==> src/rtl/fpu_arbiter_if.sv <==
// fpu_arbiter_if: bundles the requester-side and fpu-side signals of the
// fpu arbiter.
//
// Handshake rules:
//   requests : req_valid[i] is held with req_operation/req_data_* stable
//              until the arbiter pulses req_ack[i] for one cycle.
//   fpu in   : fpu_input_rdy is held with fpu_operation/fpu_data_* stable
//              until the fpu returns fpu_input_ack (sampled on a clock edge).
//   fpu out  : the fpu holds fpu_output_rdy/fpu_result until the arbiter
//              pulses fpu_output_ack for one cycle.
//   response : resp_valid[g] is held with resp_result/resp_error stable
//              until requester g raises resp_ack[g]; other resp_ack bits
//              are ignored.
//
// Modports:
//   master : the environment (requesters and the fpu itself)
//   slave  : the arbiter
interface fpu_arbiter_if #(
  parameter int NUM_REQ = 4,
  parameter int WIDTH   = 32
);
  logic [NUM_REQ-1:0]            req_valid;
  logic [NUM_REQ-1:0][3:0]       req_operation;
  logic [NUM_REQ-1:0][WIDTH-1:0] req_data_a;
  logic [NUM_REQ-1:0][WIDTH-1:0] req_data_b;
  logic [NUM_REQ-1:0]            req_ack;
  logic [NUM_REQ-1:0]            resp_valid;
  logic [WIDTH-1:0]              resp_result;
  logic                          resp_error;
  logic [NUM_REQ-1:0]            resp_ack;
  logic [3:0]                    fpu_operation;
  logic [WIDTH-1:0]              fpu_data_a;
  logic [WIDTH-1:0]              fpu_data_b;
  logic                          fpu_input_rdy;
  logic                          fpu_input_ack;
  logic                          fpu_output_rdy;
  logic                          fpu_output_ack;
  logic [WIDTH-1:0]              fpu_result;

  modport master (
    output req_valid, req_operation, req_data_a, req_data_b, resp_ack,
           fpu_input_ack, fpu_output_rdy, fpu_result,
    input  req_ack, resp_valid, resp_result, resp_error,
           fpu_operation, fpu_data_a, fpu_data_b, fpu_input_rdy, fpu_output_ack
  );

  modport slave (
    input  req_valid, req_operation, req_data_a, req_data_b, resp_ack,
           fpu_input_ack, fpu_output_rdy, fpu_result,
    output req_ack, resp_valid, resp_result, resp_error,
           fpu_operation, fpu_data_a, fpu_data_b, fpu_input_rdy, fpu_output_ack
  );
endinterface

==> src/rtl/fpu_arbiter.sv <==
// fpu_arbiter: shares one fpu between NUM_REQ requesters. A requester is
// granted round-robin, its operation/operands are latched, the fpu
// input/output handshake is sequenced, and the result is returned on the
// per-requester response channel. One operation is in flight at a time.
//
// Ports:
//   clock, reset : system clock, synchronous active-high reset
//   bus          : fpu_arbiter_if.slave (requests, responses, fpu side)
//   busy         : arbiter is not idle
//   grant_id     : index of current/last grantee
//   fsm_state    : current FSM state (0 IDLE, 1 ISSUE, 2 WAIT, 3 RESP)
//
// Optional feature macro: FPU_ARB_TIMEOUT_EN
//   Defined   : a watchdog aborts an operation after TIMEOUT_CYCLES cycles in
//               ISSUE/WAIT and returns all-ones with resp_error set.
//   Undefined : no watchdog, resp_error is constant 0.
//
// All outputs come straight from registers.
module fpu_arbiter #(
  parameter int NUM_REQ        = 4,
  parameter int WIDTH          = 32,
  parameter int GID_W          = $clog2(NUM_REQ),
  parameter int TIMEOUT_CYCLES = 64
) (
  input  logic             clock,
  input  logic             reset,
  fpu_arbiter_if.slave     bus,
  output logic             busy,
  output logic [GID_W-1:0] grant_id,
  output logic [1:0]       fsm_state
);

  if (NUM_REQ < 2 || NUM_REQ > 8 || TIMEOUT_CYCLES < 1) begin : g_bad_params
    $error("fpu_arbiter: parameter out of range");
  end

  typedef enum logic [1:0] {
    IDLE  = 2'd0,
    ISSUE = 2'd1,
    WAIT  = 2'd2,
    RESP  = 2'd3
  } state_t;

  state_t             state_q, state_n;
  logic [NUM_REQ-1:0] req_ack_q, req_ack_n;
  logic [NUM_REQ-1:0] resp_valid_q, resp_valid_n;
  logic [WIDTH-1:0]   resp_result_q, resp_result_n;
  logic [3:0]         fpu_op_q, fpu_op_n;
  logic [WIDTH-1:0]   fpu_a_q, fpu_a_n;
  logic [WIDTH-1:0]   fpu_b_q, fpu_b_n;
  logic               in_rdy_q, in_rdy_n;
  logic               out_ack_q, out_ack_n;
  logic               busy_q;
  logic [GID_W-1:0]   grant_q, grant_n;
  logic [GID_W-1:0]   last_q, last_n;

`ifdef FPU_ARB_TIMEOUT_EN
  localparam int TO_W = $clog2(TIMEOUT_CYCLES + 1);
  logic [TO_W-1:0] cnt_q, cnt_n;
  logic            resp_error_q, resp_error_n;
  logic            timeout_hit;
  assign timeout_hit = (cnt_q == TO_W'(TIMEOUT_CYCLES - 1));
`endif

  // Round-robin pick: first valid requester after last_q, wrapping around.
  logic             pick_found;
  logic [GID_W-1:0] pick_idx;
  int               idx;

  always_comb begin
    pick_found = 1'b0;
    pick_idx   = '0;
    idx        = 0;
    for (int i = 1; i <= NUM_REQ; i++) begin
      idx = int'(last_q) + i;
      if (idx >= NUM_REQ) idx = idx - NUM_REQ;
      if (!pick_found && bus.req_valid[GID_W'(idx)]) begin
        pick_found = 1'b1;
        pick_idx   = GID_W'(idx);
      end
    end
  end

  always_comb begin
    state_n       = state_q;
    req_ack_n     = '0;
    resp_valid_n  = resp_valid_q;
    resp_result_n = resp_result_q;
    fpu_op_n      = fpu_op_q;
    fpu_a_n       = fpu_a_q;
    fpu_b_n       = fpu_b_q;
    in_rdy_n      = in_rdy_q;
    out_ack_n     = 1'b0;
    grant_n       = grant_q;
    last_n        = last_q;
`ifdef FPU_ARB_TIMEOUT_EN
    cnt_n         = cnt_q;
    resp_error_n  = resp_error_q;
`endif

    case (state_q)
      IDLE: begin
        if (pick_found) begin
          grant_n   = pick_idx;
          fpu_op_n  = bus.req_operation[pick_idx];
          fpu_a_n   = bus.req_data_a[pick_idx];
          fpu_b_n   = bus.req_data_b[pick_idx];
          req_ack_n = NUM_REQ'(1) << pick_idx;
          in_rdy_n  = 1'b1;
          state_n   = ISSUE;
`ifdef FPU_ARB_TIMEOUT_EN
          cnt_n     = '0;
`endif
        end
      end

      ISSUE: begin
        if (bus.fpu_input_ack) begin
          // A same-cycle fpu_output_rdy is left for WAIT to capture.
          in_rdy_n = 1'b0;
          state_n  = WAIT;
        end
`ifdef FPU_ARB_TIMEOUT_EN
        else if (timeout_hit) begin
          resp_result_n = '1;
          resp_error_n  = 1'b1;
          in_rdy_n      = 1'b0;
          out_ack_n     = 1'b1;
          resp_valid_n  = NUM_REQ'(1) << grant_q;
          state_n       = RESP;
        end
        cnt_n = cnt_q + 1'b1;
`endif
      end

      WAIT: begin
        if (bus.fpu_output_rdy) begin
          resp_result_n = bus.fpu_result;
          out_ack_n     = 1'b1;
          resp_valid_n  = NUM_REQ'(1) << grant_q;
          state_n       = RESP;
        end
`ifdef FPU_ARB_TIMEOUT_EN
        else if (timeout_hit) begin
          resp_result_n = '1;
          resp_error_n  = 1'b1;
          out_ack_n     = 1'b1;
          resp_valid_n  = NUM_REQ'(1) << grant_q;
          state_n       = RESP;
        end
        cnt_n = cnt_q + 1'b1;
`endif
      end

      RESP: begin
        if (bus.resp_ack[grant_q]) begin
          resp_valid_n = '0;
          last_n       = grant_q;
          state_n      = IDLE;
`ifdef FPU_ARB_TIMEOUT_EN
          resp_error_n = 1'b0;
`endif
        end
      end

      default: state_n = IDLE;
    endcase
  end

  always_ff @(posedge clock) begin
    if (reset) begin
      state_q       <= IDLE;
      req_ack_q     <= '0;
      resp_valid_q  <= '0;
      resp_result_q <= '0;
      fpu_op_q      <= 4'b0000;
      fpu_a_q       <= '0;
      fpu_b_q       <= '0;
      in_rdy_q      <= 1'b0;
      out_ack_q     <= 1'b0;
      busy_q        <= 1'b0;
      grant_q       <= '0;
      last_q        <= GID_W'(NUM_REQ - 1);
`ifdef FPU_ARB_TIMEOUT_EN
      cnt_q         <= '0;
      resp_error_q  <= 1'b0;
`endif
    end else begin
      state_q       <= state_n;
      req_ack_q     <= req_ack_n;
      resp_valid_q  <= resp_valid_n;
      resp_result_q <= resp_result_n;
      fpu_op_q      <= fpu_op_n;
      fpu_a_q       <= fpu_a_n;
      fpu_b_q       <= fpu_b_n;
      in_rdy_q      <= in_rdy_n;
      out_ack_q     <= out_ack_n;
      busy_q        <= (state_n != IDLE);
      grant_q       <= grant_n;
      last_q        <= last_n;
`ifdef FPU_ARB_TIMEOUT_EN
      cnt_q         <= cnt_n;
      resp_error_q  <= resp_error_n;
`endif
    end
  end

  assign bus.req_ack        = req_ack_q;
  assign bus.resp_valid     = resp_valid_q;
  assign bus.resp_result    = resp_result_q;
  assign bus.fpu_operation  = fpu_op_q;
  assign bus.fpu_data_a     = fpu_a_q;
  assign bus.fpu_data_b     = fpu_b_q;
  assign bus.fpu_input_rdy  = in_rdy_q;
  assign bus.fpu_output_ack = out_ack_q;
`ifdef FPU_ARB_TIMEOUT_EN
  assign bus.resp_error     = resp_error_q;
`else
  assign bus.resp_error     = 1'b0;
`endif
  assign busy      = busy_q;
  assign grant_id  = grant_q;
  assign fsm_state = state_q;

endmodule

==> src/flat_wrapper.sv <==
// flat-port wrapper written by rule: the top's interface ports become plain ports
module fpu_arbiter_flat 
#(
  parameter int NUM_REQ        = 4,
  parameter int WIDTH          = 32,
  parameter int GID_W          = $clog2(NUM_REQ),
  parameter int TIMEOUT_CYCLES = 64
)
  (clock, reset, busy, grant_id, fsm_state, bus_req_valid, bus_req_operation, bus_req_data_a, bus_req_data_b, bus_resp_ack, bus_fpu_input_ack, bus_fpu_output_rdy, bus_fpu_result, bus_req_ack, bus_resp_valid, bus_resp_result, bus_resp_error, bus_fpu_operation, bus_fpu_data_a, bus_fpu_data_b, bus_fpu_input_rdy, bus_fpu_output_ack);
  fpu_arbiter_if #(.NUM_REQ(NUM_REQ), .WIDTH(WIDTH)) bus_i ();
  input  logic clock;
  input  logic reset;
  output logic busy;
  output logic [GID_W-1:0] grant_id;
  output logic [1:0] fsm_state;
  input wire logic [$bits(bus_i.req_valid)-1:0] bus_req_valid;
  input wire logic [$bits(bus_i.req_operation)-1:0] bus_req_operation;
  input wire logic [$bits(bus_i.req_data_a)-1:0] bus_req_data_a;
  input wire logic [$bits(bus_i.req_data_b)-1:0] bus_req_data_b;
  input wire logic [$bits(bus_i.resp_ack)-1:0] bus_resp_ack;
  input wire logic [$bits(bus_i.fpu_input_ack)-1:0] bus_fpu_input_ack;
  input wire logic [$bits(bus_i.fpu_output_rdy)-1:0] bus_fpu_output_rdy;
  input wire logic [$bits(bus_i.fpu_result)-1:0] bus_fpu_result;
  output wire logic [$bits(bus_i.req_ack)-1:0] bus_req_ack;
  output wire logic [$bits(bus_i.resp_valid)-1:0] bus_resp_valid;
  output wire logic [$bits(bus_i.resp_result)-1:0] bus_resp_result;
  output wire logic [$bits(bus_i.resp_error)-1:0] bus_resp_error;
  output wire logic [$bits(bus_i.fpu_operation)-1:0] bus_fpu_operation;
  output wire logic [$bits(bus_i.fpu_data_a)-1:0] bus_fpu_data_a;
  output wire logic [$bits(bus_i.fpu_data_b)-1:0] bus_fpu_data_b;
  output wire logic [$bits(bus_i.fpu_input_rdy)-1:0] bus_fpu_input_rdy;
  output wire logic [$bits(bus_i.fpu_output_ack)-1:0] bus_fpu_output_ack;
  assign bus_i.req_valid = bus_req_valid;
  assign bus_i.req_operation = bus_req_operation;
  assign bus_i.req_data_a = bus_req_data_a;
  assign bus_i.req_data_b = bus_req_data_b;
  assign bus_i.resp_ack = bus_resp_ack;
  assign bus_i.fpu_input_ack = bus_fpu_input_ack;
  assign bus_i.fpu_output_rdy = bus_fpu_output_rdy;
  assign bus_i.fpu_result = bus_fpu_result;
  assign bus_req_ack = bus_i.req_ack;
  assign bus_resp_valid = bus_i.resp_valid;
  assign bus_resp_result = bus_i.resp_result;
  assign bus_resp_error = bus_i.resp_error;
  assign bus_fpu_operation = bus_i.fpu_operation;
  assign bus_fpu_data_a = bus_i.fpu_data_a;
  assign bus_fpu_data_b = bus_i.fpu_data_b;
  assign bus_fpu_input_rdy = bus_i.fpu_input_rdy;
  assign bus_fpu_output_ack = bus_i.fpu_output_ack;
  fpu_arbiter #(.NUM_REQ(NUM_REQ), .WIDTH(WIDTH), .GID_W(GID_W), .TIMEOUT_CYCLES(TIMEOUT_CYCLES)) u_core (.clock(clock), .reset(reset), .bus(bus_i), .busy(busy), .grant_id(grant_id), .fsm_state(fsm_state));
endmodule
==> config.mk <==
export PLATFORM = sky130hd
export DESIGN_NAME = fpu_arbiter_flat
export DESIGN_NICKNAME = d
export VERILOG_FILES = /design/src/rtl/fpu_arbiter_if.sv /design/src/rtl/fpu_arbiter.sv /design/src/flat_wrapper.sv
export SDC_FILE = /design/constraint.sdc
export NUM_CORES = 1
export LEC_CHECK = 0
export BUFFER_PORTS_ARGS = -buffer_cell sky130_fd_sc_hd__buf_2
export CORE_AREA = 5 5 164 166
export DETAILED_ROUTE_END_ITERATION = 10
export DIE_AREA = 0 0 169 171
export GPL_TIMING_DRIVEN = 0
export PLACE_DENSITY = 0.54
export SYNTH_ARGS = -nofsm -noshare
export SYNTH_HDL_FRONTEND = slang
export SYNTH_SLANG_ARGS = --single-unit
==> constraint.sdc <==
create_clock -name clock -period 3.8 [get_ports clock]
set_input_delay 0.57 -clock clock [delete_from_list [all_inputs] [get_ports clock]]
set_output_delay 0.57 -clock clock [all_outputs]
set_load 0.02 [all_outputs]
==> results of run 1 <==
==> synth_stat cells, types with 2 or more instances <==
| master | instances |
|---|---|
| nand2b_1 | 6 |
| a22o_1 | 2 |
| a32o_1 | 2 |
| clkbuf_1 | 57 |
| nand2_1 | 139 |
| o211ai_1 | 69 |
| mux2i_1 | 68 |
| nor3_1 | 5 |
| a31oi_1 | 68 |
| o21ai_1 | 39 |
| buf_2 | 25 |
| buf_6 | 2 |
| a211o_1 | 2 |
| inv_1 | 71 |
| o21ai_0 | 30 |
| and4_1 | 68 |
| buf_1 | 2 |
| nor2_1 | 10 |
| dfxtp_1 | 117 |
| a21oi_1 | 36 |
| nand3_1 | 5 |
==> power by group through the flow <==
stage | clock network [mW] | registers (mW) | logic (mW)
2_1_floorplan | 0 | 1.63 | 0.458
3_3_place_gp | 0 | 1.47 | 1.13
3_5_place_dp | 0 | 1.47 | 1.13
4_1_cts | 1.54 | 1.45 | 1.14
5_1_grt | 1.61 | 1.46 | 1.22
6_report | 1.50 | 1.45 | 1.12
==> stage by stage <==
step / instances / cell area (um2)
floorplan: 840 / 6570
global placement: 1604 / 9140
detailed placement: 1604 / 9140
CTS: 1636 / 9680
global route: 1641 / 9700
finish: 1641 / 9700
==> state kept, by name (all words and copies together), names as in the netlist <==
signal                     count
u_core.bus.resp_valid          4
u_core.grant_id                2
u_core.bus.fpu_input_rdy       1
u_core.bus.resp_result        32
u_core.bus.fpu_data_a         32
u_core.bus.req_ack             4
u_core.busy                    1
u_core.last_q                  2
u_core.bus.fpu_data_b         32
u_core.bus.fpu_output_ack      1
u_core.bus.fpu_operation       4
u_core.fsm_state               2
==> tightest hold or removal path, cell delays in order <==
cell and delay [ps]:
buf_2 90, nand2_1 40, a21oi_1 50
==> path summary, 6_finish.rpt <==
path / slack, ps / end / from
min reg2reg: 450 / u_core.bus.resp_result[6] / u_core.bus.resp_result[6]
max: 1270 / u_core.bus.fpu_data_b[29] / bus_req_valid[3]
max reg2reg: 1380 / u_core.bus.fpu_data_b[29] / u_core.fsm_state[1]
min: 390 / u_core.bus.resp_result[15] / bus_fpu_result[15]
==> area by class of cell <==
class,instances,area (um2)
Tap cell,335,419
Sequential cell,117,2340
Multi-Input combinational cell,564,3580
Clock inverter,14,104
Timing Repair Buffer,429,2150
Clock buffer,18,439
Fill cell,2736,15800
Buffer,88,382
Inverter,71,267
Antenna cell,5,12.5
==> cell families after synthesis <==
group | Yosys count | synth area share
flops | 117 | 0.356
other cells | 1 | 0.000570
compound gates | 253 | 0.238
buf+inv | 159 | 0.0986
simple gates | 241 | 0.199
mux | 69 | 0.107
==> placed cells by master, fill, tap and decap left out, types with 2 or more instances in the layout <==
cell / count
nand2b_1: 6
dfxtp_1: 117
clkinvlp_4: 5
a22o_1: 2
inv_6: 2
a31oi_1: 68
and4_1: 68
clkinv_2: 4
nor2_1: 10
diode_2: 5
nand3_1: 5
a32o_1: 2
o21ai_1: 39
mux2i_1: 68
nor3_1: 5
buf_2: 454
nand2_1: 139
o211ai_1: 69
clkbuf_1: 57
o21ai_0: 30
clkinv_4: 2
inv_1: 71
a211o_1: 2
buf_6: 2
a21oi_1: 36
clkbuf_16: 17
buf_1: 2
==> routing by layer <==
| metal | part of all wire | global-route usage |
|---|---|---|
| met1 | 0.40 | 0.258 |
| met2 | 0.50 | 0.372 |
| met3 | 0.078 | 0.0594 |
| met4 | 0.022 | 0.0669 |
| met5 | 0.00064 | 0 |
==> qor.yml, run 1 <==
drv_cap: 0
cts_setup_buffers: 0
intPower_mw: 2.66
yosys_warnings: 0
finish.utilization: 0.381
cts_buffers: 17
first_pass_iters: 5
syn_to_final_growth_pct: 47.5
ios: 432
whs_path_depth: 3
avgViaCountPerCell: 4.85
pwr-share-comb: 0.276
crit_path_end_kind: "register"
antenna_left: 0
antenna_found_initial: 7
cts.htree.levels: 4
cp.depth: 7
finalPower_mw: 4.07
routed_wl_um: 32900
port_buffers: 429
critical_path.top_delay_family: "compound AO/OA/AOI/OAI gates"
cts_root_buffer: "clkbuf_16"
synth-async-reset-ratio: 0
hold_class: "input pin to register"
syn-num-nets: 1156
synth-main-ff-cell: "dfxtp_1"
slowest_delay_ps: 510
gp_congestion: 0.848
synth_top_area_frac: 0.356
yosys-top-cells-area: "dfxtp_1 36%, mux2i_1 10%, and4_1 9.1%, nand2_1 7.9%, o211ai_1 7.9%"
drt-wirelength-per-cell_um: 20.1
fin_crit_ps: 2530
crit_fanout: 10
postSynthAreaPerCell_um2: 7.83
path_class: "input pin to register"
num_rows: 59
die_x_um: 169
drv_slew: 0
grt_overflow: 0
grt_start_max_net_pins: 17
worstPathArrival_ps: 2780
rsz0062_at_grt: "no"
synth_cell_type_count: 38
initial_core_util: 0.258
p_switching_mw: 1.42
max_freq_ghz: 0.396
seqPwrFrac: 0.355
cts_tree: "built"
cts_resized: 0
max-clock-path-buffers: 2
cp_slowest_cell: "o21ai_0"
pre_cts_slack_ps: 918
yosysSeqAreaShare: 0.356
die_h_um: 171
synth_area_mm2: 0.00657
timing.final.crit_share: 0.665
grt_usage: 0.214
die-area_mm2: 0.0289
grt_pass1_wl_um: 47500
power.density_mw_per_mm2: 420
clkSinkCount: 117
fin_ws_ps: 1270
crit_buf_inv: 3
vias: 7966
core_area_mm2: 0.0255
setup_tns_ps: 0
peakVddDrop_mv: 0.189
clockPowerShare: 0.369
status: "completed"
drive_above_1_share: 0.382
finalClockSkew_ps: 11.1
clk_latency_ps: 420
startpoint_type: "input pin"
grt_pass1_vias: 8047
crit_required_ps: 4060
setup_viol: 0
hold_viol_final: 0
crit_chain: "buf_2 -> o21ai_0 -> buf_2 -> clkbuf_1 -> a31oi_1 -> o21ai_0 -> o211ai_1"
reg2regPathDepth: 7
syn_inst: 840
first_iter_violations: 406
synth_area_leader_cell: "dfxtp_1"
path_clk_slew_ps: 60
synth_edf_count: 0
tightest_slew_ps: 693
switching_share: 0.347
ys_seq_elements: 117
leakagePower_nw: 4.78
route.detailed.drc: 0
nets: 1604
hpwl_um: 26200
relSlewSlack: 0.538
cts_hold_buf: 0
holdWs_ps: 389
(Power assumes the default switching activity.)
==> run 2: changes to the inputs <==
==> constraint.sdc (replaced) <==
create_clock -name clock -period 2.5 [get_ports clock]
set_input_delay 0.375 -clock clock [delete_from_list [all_inputs] [get_ports clock]]
set_output_delay 0.375 -clock clock [all_outputs]
set_load 0.02 [all_outputs]
==> qor.yml, run 2 (synthesis gave the netlist of run 1 again) <==
reg2regPathDepth: 7
max-clock-path-buffers: 2
reg2reg_slack_ps: 180
tightest_slew_ps: 696
grt_start_max_net_pins: 17
whs_path_depth: 3
hold_class: "input pin to register"
grt_pass1_vias: 8047
port_buffers: 429
nets: 1604
antenna_found_initial: 7
final_cell_mix: "454 x buf_2, 139 x nand2_1, 117 x dfxtp_1, 71 x inv_1, 69 x o211ai_1"
drv_slew: 0
cts_buffers: 17
clk_latency_ps: 420
path_class: "register to register"
grt_usage: 0.214
grt_pass1_wl_um: 47500
first_pass_iters: 6
timing.final.crit_share: 0.928
power.density_mw_per_mm2: 639
drv_cap: 0
gp_congestion: 0.848
relSlewSlack: 0.536
reg2reg_to: "u_core.bus.fpu_data_a[29]"
cts_tree: "built"
die_h_um: 171
cts_hold_buf: 0
drive_above_1_share: 0.384
antenna_left: 0
worstHoldStart: "bus_fpu_result[15]"
ios: 432
syn_to_final_growth_pct: 47.5
grt_overflow: 0
die_x_um: 169
hold_viol_final: 0
initial_core_util: 0.258
first_iter_violations: 409
drt-wirelength-per-cell_um: 20.1
path_clk_slew_ps: 70
route.detailed.drc: 0
worstPathArrival_ps: 2600
vias: 7989
routed_wl_um: 32900
mostFrequentLayoutCell: "buf_2"
leakagePower_nw: 4.79
clkSinkCount: 117
core_area_mm2: 0.0255
rsz0062_at_grt: "no"
setup_viol: 0
crit_path_end_kind: "register"
finalPower_mw: 6.20
crit_required_ps: 2780
hpwl_um: 26200
peakVddDrop_mv: 0.287
num_rows: 59
max_freq_ghz: 0.431
design_area_mm2: 0.00970
finalClockSkew_ps: 11.1
placed_area_mm2: 0.00914
crit_fanout: 10
cts.htree.levels: 4
r2r-start: "u_core.last_q[0]"
cts_root_buffer: "clkbuf_16"
status: "completed"
holdWs_ps: 193
whs_endpoint: "u_core.bus.resp_result[15]"
fin_crit_ps: 2320
startpoint_type: "register"
avgViaCountPerCell: 4.87
die-area_mm2: 0.0289
[run 2: worst max path at each step]
| stage | slack [ps] | startpoint | to | depth (start not counted) |
|---|---|---|---|---|
| after floorplan | 810 | bus_req_valid[3] | u_core.busy | 5 |
| after global placement | -160 | bus_req_valid[3] | u_core.bus.fpu_data_b[29] | 7 |
| after detailed placement | -190 | bus_req_valid[3] | u_core.bus.fpu_data_b[29] | 7 |
| after CTS | 70 | u_core.last_q[0] | u_core.bus.fpu_data_b[29] | 7 |
| after global routing | 10 | u_core.fsm_state[1] | u_core.bus.fpu_data_a[29] | 7 |
| final | 180 | u_core.last_q[0] | u_core.bus.fpu_data_a[29] | 7 |
[run 2: power breakdown]
part,switching (mW),total (mW),internal (mW)
registers,0.124,2.20,2.08
clock network,0.988,2.29,1.30
logic,1.04,1.71,0.668
total,2.15,6.20,4.04
[run 2: metal layers]
metal,vias to the layer above,track usage,part of all wire
li1,3921,-,-
met1,3641,0.258,0.40
met2,376,0.372,0.50
met3,47,0.0594,0.077
met4,4,0.0669,0.023
met5,-,0,0.00064
[run 2: worst max-delay path, cell delays in order, from the launching register on]
cell      delay [ps]
dfxtp_1          360
nand2b_1         140
a21bo_2          190
buf_2            320
clkbuf_1         450
a31oi_1          140
o21ai_0          440
o211ai_1         160
[run 2: layout make-up]
type / count / area [um2]
antenna: 5 / 12.5
buffer: 88 / 385
clock buffer: 18 / 439
clock inverter: 14 / 104
fill: 2736 / 15800
inverter: 71 / 267
multi-input combinational: 564 / 3580
sequential: 117 / 2340
tap: 335 / 419
timing repair buffer: 429 / 2150
[run 2: timing repair]
action / 4_1_cts / 5_1_grt
buffers inserted: 0 / 0
endpoints found under the setup margin: 1 / 3
gates cloned: 0 / 0
resized for setup: 1 / 5
pin swaps: 0 / 0
[run 2: through the flow]
| step | setup TNS [ps] | worst slack, ps | util | instances |
|---|---|---|---|---|
| after detailed placement | -409 | -187 | 0.359 | 1604 |
| after floorplan | 0 | 806 | - | 840 |
| final | 0 | 181 | 0.381 | 1641 |
| after global routing | 0 | 9.66 | 0.381 | 1641 |
| after global placement | -277 | -162 | 0.359 | 1604 |
| after CTS | 0 | 72.8 | 0.380 | 1636 |
==> run 3: changes to the inputs <==
--- a/config.mk
+++ b/config.mk
@@ -6,11 +6,14 @@
 export NUM_CORES = 1
 export LEC_CHECK = 0
 export BUFFER_PORTS_ARGS = -buffer_cell sky130_fd_sc_hd__buf_2
-export CORE_AREA = 5 5 164 166
+export CELL_PAD_IN_SITES_DETAIL_PLACEMENT = 1
+export CELL_PAD_IN_SITES_GLOBAL_PLACEMENT = 1
+export CORE_AREA = 5 5 166 168
 export DETAILED_ROUTE_END_ITERATION = 10
-export DIE_AREA = 0 0 169 171
+export DIE_AREA = 0 0 171 173
 export GPL_TIMING_DRIVEN = 0
-export PLACE_DENSITY = 0.54
+export MAX_ROUTING_LAYER = met4
+export PLACE_DENSITY = 0.78
 export SYNTH_ARGS = -nofsm -noshare
 export SYNTH_HDL_FRONTEND = slang
 export SYNTH_SLANG_ARGS = --single-unit
==> qor.yml, run 3 (synthesis gave the netlist of run 1 again) <==
worstHoldStart: "bus_fpu_result[8]"
startpoint_type: "register"
finalClockSkew_ps: 9.89
setup_viol: 0
final_cell_count_no_fill: 1643
finish.utilization: 0.380
cts_buffers: 17
tightest_slew_ps: 680
cts_root_buffer: "clkbuf_16"
vias: 8194
mostFrequentLayoutCell: "buf_2"
status: "completed"
syn_to_final_growth_pct: 48.9
cts.htree.levels: 4
power.density_mw_per_mm2: 671
die_h_um: 173
rsz0062_at_grt: "no"
crit_fanout: 10
timing.final.crit_share: 0.925
crit_required_ps: 2780
max-clock-path-buffers: 2
crit_path_end_kind: "register"
cts_tree: "built"
hold_viol_final: 0
die_x_um: 171
routed_wl_um: 35100
hpwl_um: 28100
route.detailed.drc: 0
drive_above_1_share: 0.385
design_area_mm2: 0.00979
die-area_mm2: 0.0296
grt_overflow: 0
nets: 1604
antenna_left: 0
r2r-start: "u_core.last_q[0]"
drv_cap: 0
reg2reg_slack_ps: 190
fin_crit_ps: 2310
leakagePower_nw: 4.84
first_pass_iters: 4
port_buffers: 429
path_clk_slew_ps: 60
peakVddDrop_mv: 0.371
whs_path_depth: 3
placed_area_mm2: 0.00914
num_rows: 59
clk_latency_ps: 420
clkSinkCount: 117
holdWs_ps: 192
max_freq_ghz: 0.433
hold_class: "input pin to register"
grt_usage: 0.232
fillers: 3317
ios: 432
cts_setup_buffers: 0
grt_pass1_vias: 8755
antenna_found_initial: 7
placedCellCount: 1604
first_iter_violations: 290
grt_start_max_net_pins: 17
cts_hold_buf: 0
worstPathArrival_ps: 2600
avgViaCountPerCell: 4.99
drt-wirelength-per-cell_um: 21.4
reg2regPathDepth: 8
gp_congestion: 0.868
drv_slew: 0
reg2reg_to: "u_core.bus.fpu_data_b[30]"
path_class: "register to register"
grt_pass1_wl_um: 51500
final_cell_mix: "454 x buf_2, 139 x nand2_1, 117 x dfxtp_1, 71 x inv_1, 69 x o211ai_1"
relSlewSlack: 0.547
initial_core_util: 0.255
whs_endpoint: "u_core.bus.resp_result[8]"
core_area_mm2: 0.0258
[run 3: final cells by class]
| type | count | area [um2] | area share |
|---|---|---|---|
| multi-input cells | 564 | 3590 | 0.367 |
| flip-flops and latches | 117 | 2340 | 0.239 |
| repair buffers | 429 | 2150 | 0.219 |
| clock buffers | 19 | 443 | 0.0453 |
| well taps | 335 | 419 | 0.0428 |
| plain buffers | 88 | 390 | 0.0399 |
| inverters | 71 | 267 | 0.0272 |
| clock inverters | 13 | 169 | 0.0173 |
| diodes | 7 | 17.5 | 0.00179 |
[run 3: timing repair]
item,4_1_cts,5_1_grt
gates resized for setup,2,9
pin swaps,0,0
endpoints found under the setup margin,1,17
[run 3: stage by stage]
| step | TNS, ps | setup slack [ps] | power (mW) |
|---|---|---|---|
| 6_report | 0 | 188 | 6.56 |
| 3_5_place_dp | -1930 | -303 | 3.98 |
| 3_3_place_gp | -1240 | -282 | 3.94 |
| 4_1_cts | 0 | 10.9 | 6.64 |
| 5_1_grt | 0 | 13.2 | 6.88 |
| 2_1_floorplan | 0 | 806 | 3.17 |
[run 3: how the worst max path moves through the flow]
stage	from	endpoint	slack, ps	cells past startpoint
after global placement	bus_req_valid[3]	u_core.bus.fpu_data_b[16]	-280	7
final	u_core.last_q[0]	u_core.bus.fpu_data_b[30]	190	8
after floorplan	bus_req_valid[3]	u_core.busy	810	5
after CTS	u_core.fsm_state[1]	u_core.bus.fpu_data_b[30]	10	8
after detailed placement	bus_req_valid[3]	u_core.bus.fpu_data_b[16]	-300	7
after global routing	u_core.last_q[0]	u_core.bus.fpu_data_b[8]	10	6
[run 3: worst max-delay path, stage by stage, from the launching register on]
cell and delay [ps]:
dfxtp_1 370, nand2b_1 160, a21o_1 230, clkbuf_4 290
buf_2 290, buf_2 320, a31oi_1 120, o21ai_0 270
o211ai_1 120
[run 3: where the power goes]
group / internal, mW / total [mW] / switching, mW
clock: 1.61 / 2.64 / 1.03
combinational: 0.670 / 1.73 / 1.06
sequential: 2.07 / 2.19 / 0.120
total: 4.36 / 6.56 / 2.21
[run 3: metal layers]
metal  vias up  routed length [um]  track usage
met5         -                   0            -
met4         0                 569       0.0607
met3        36                2750       0.0489
met2       362               18000        0.407
met1      3870               13800        0.269
li1       3926                   -            -
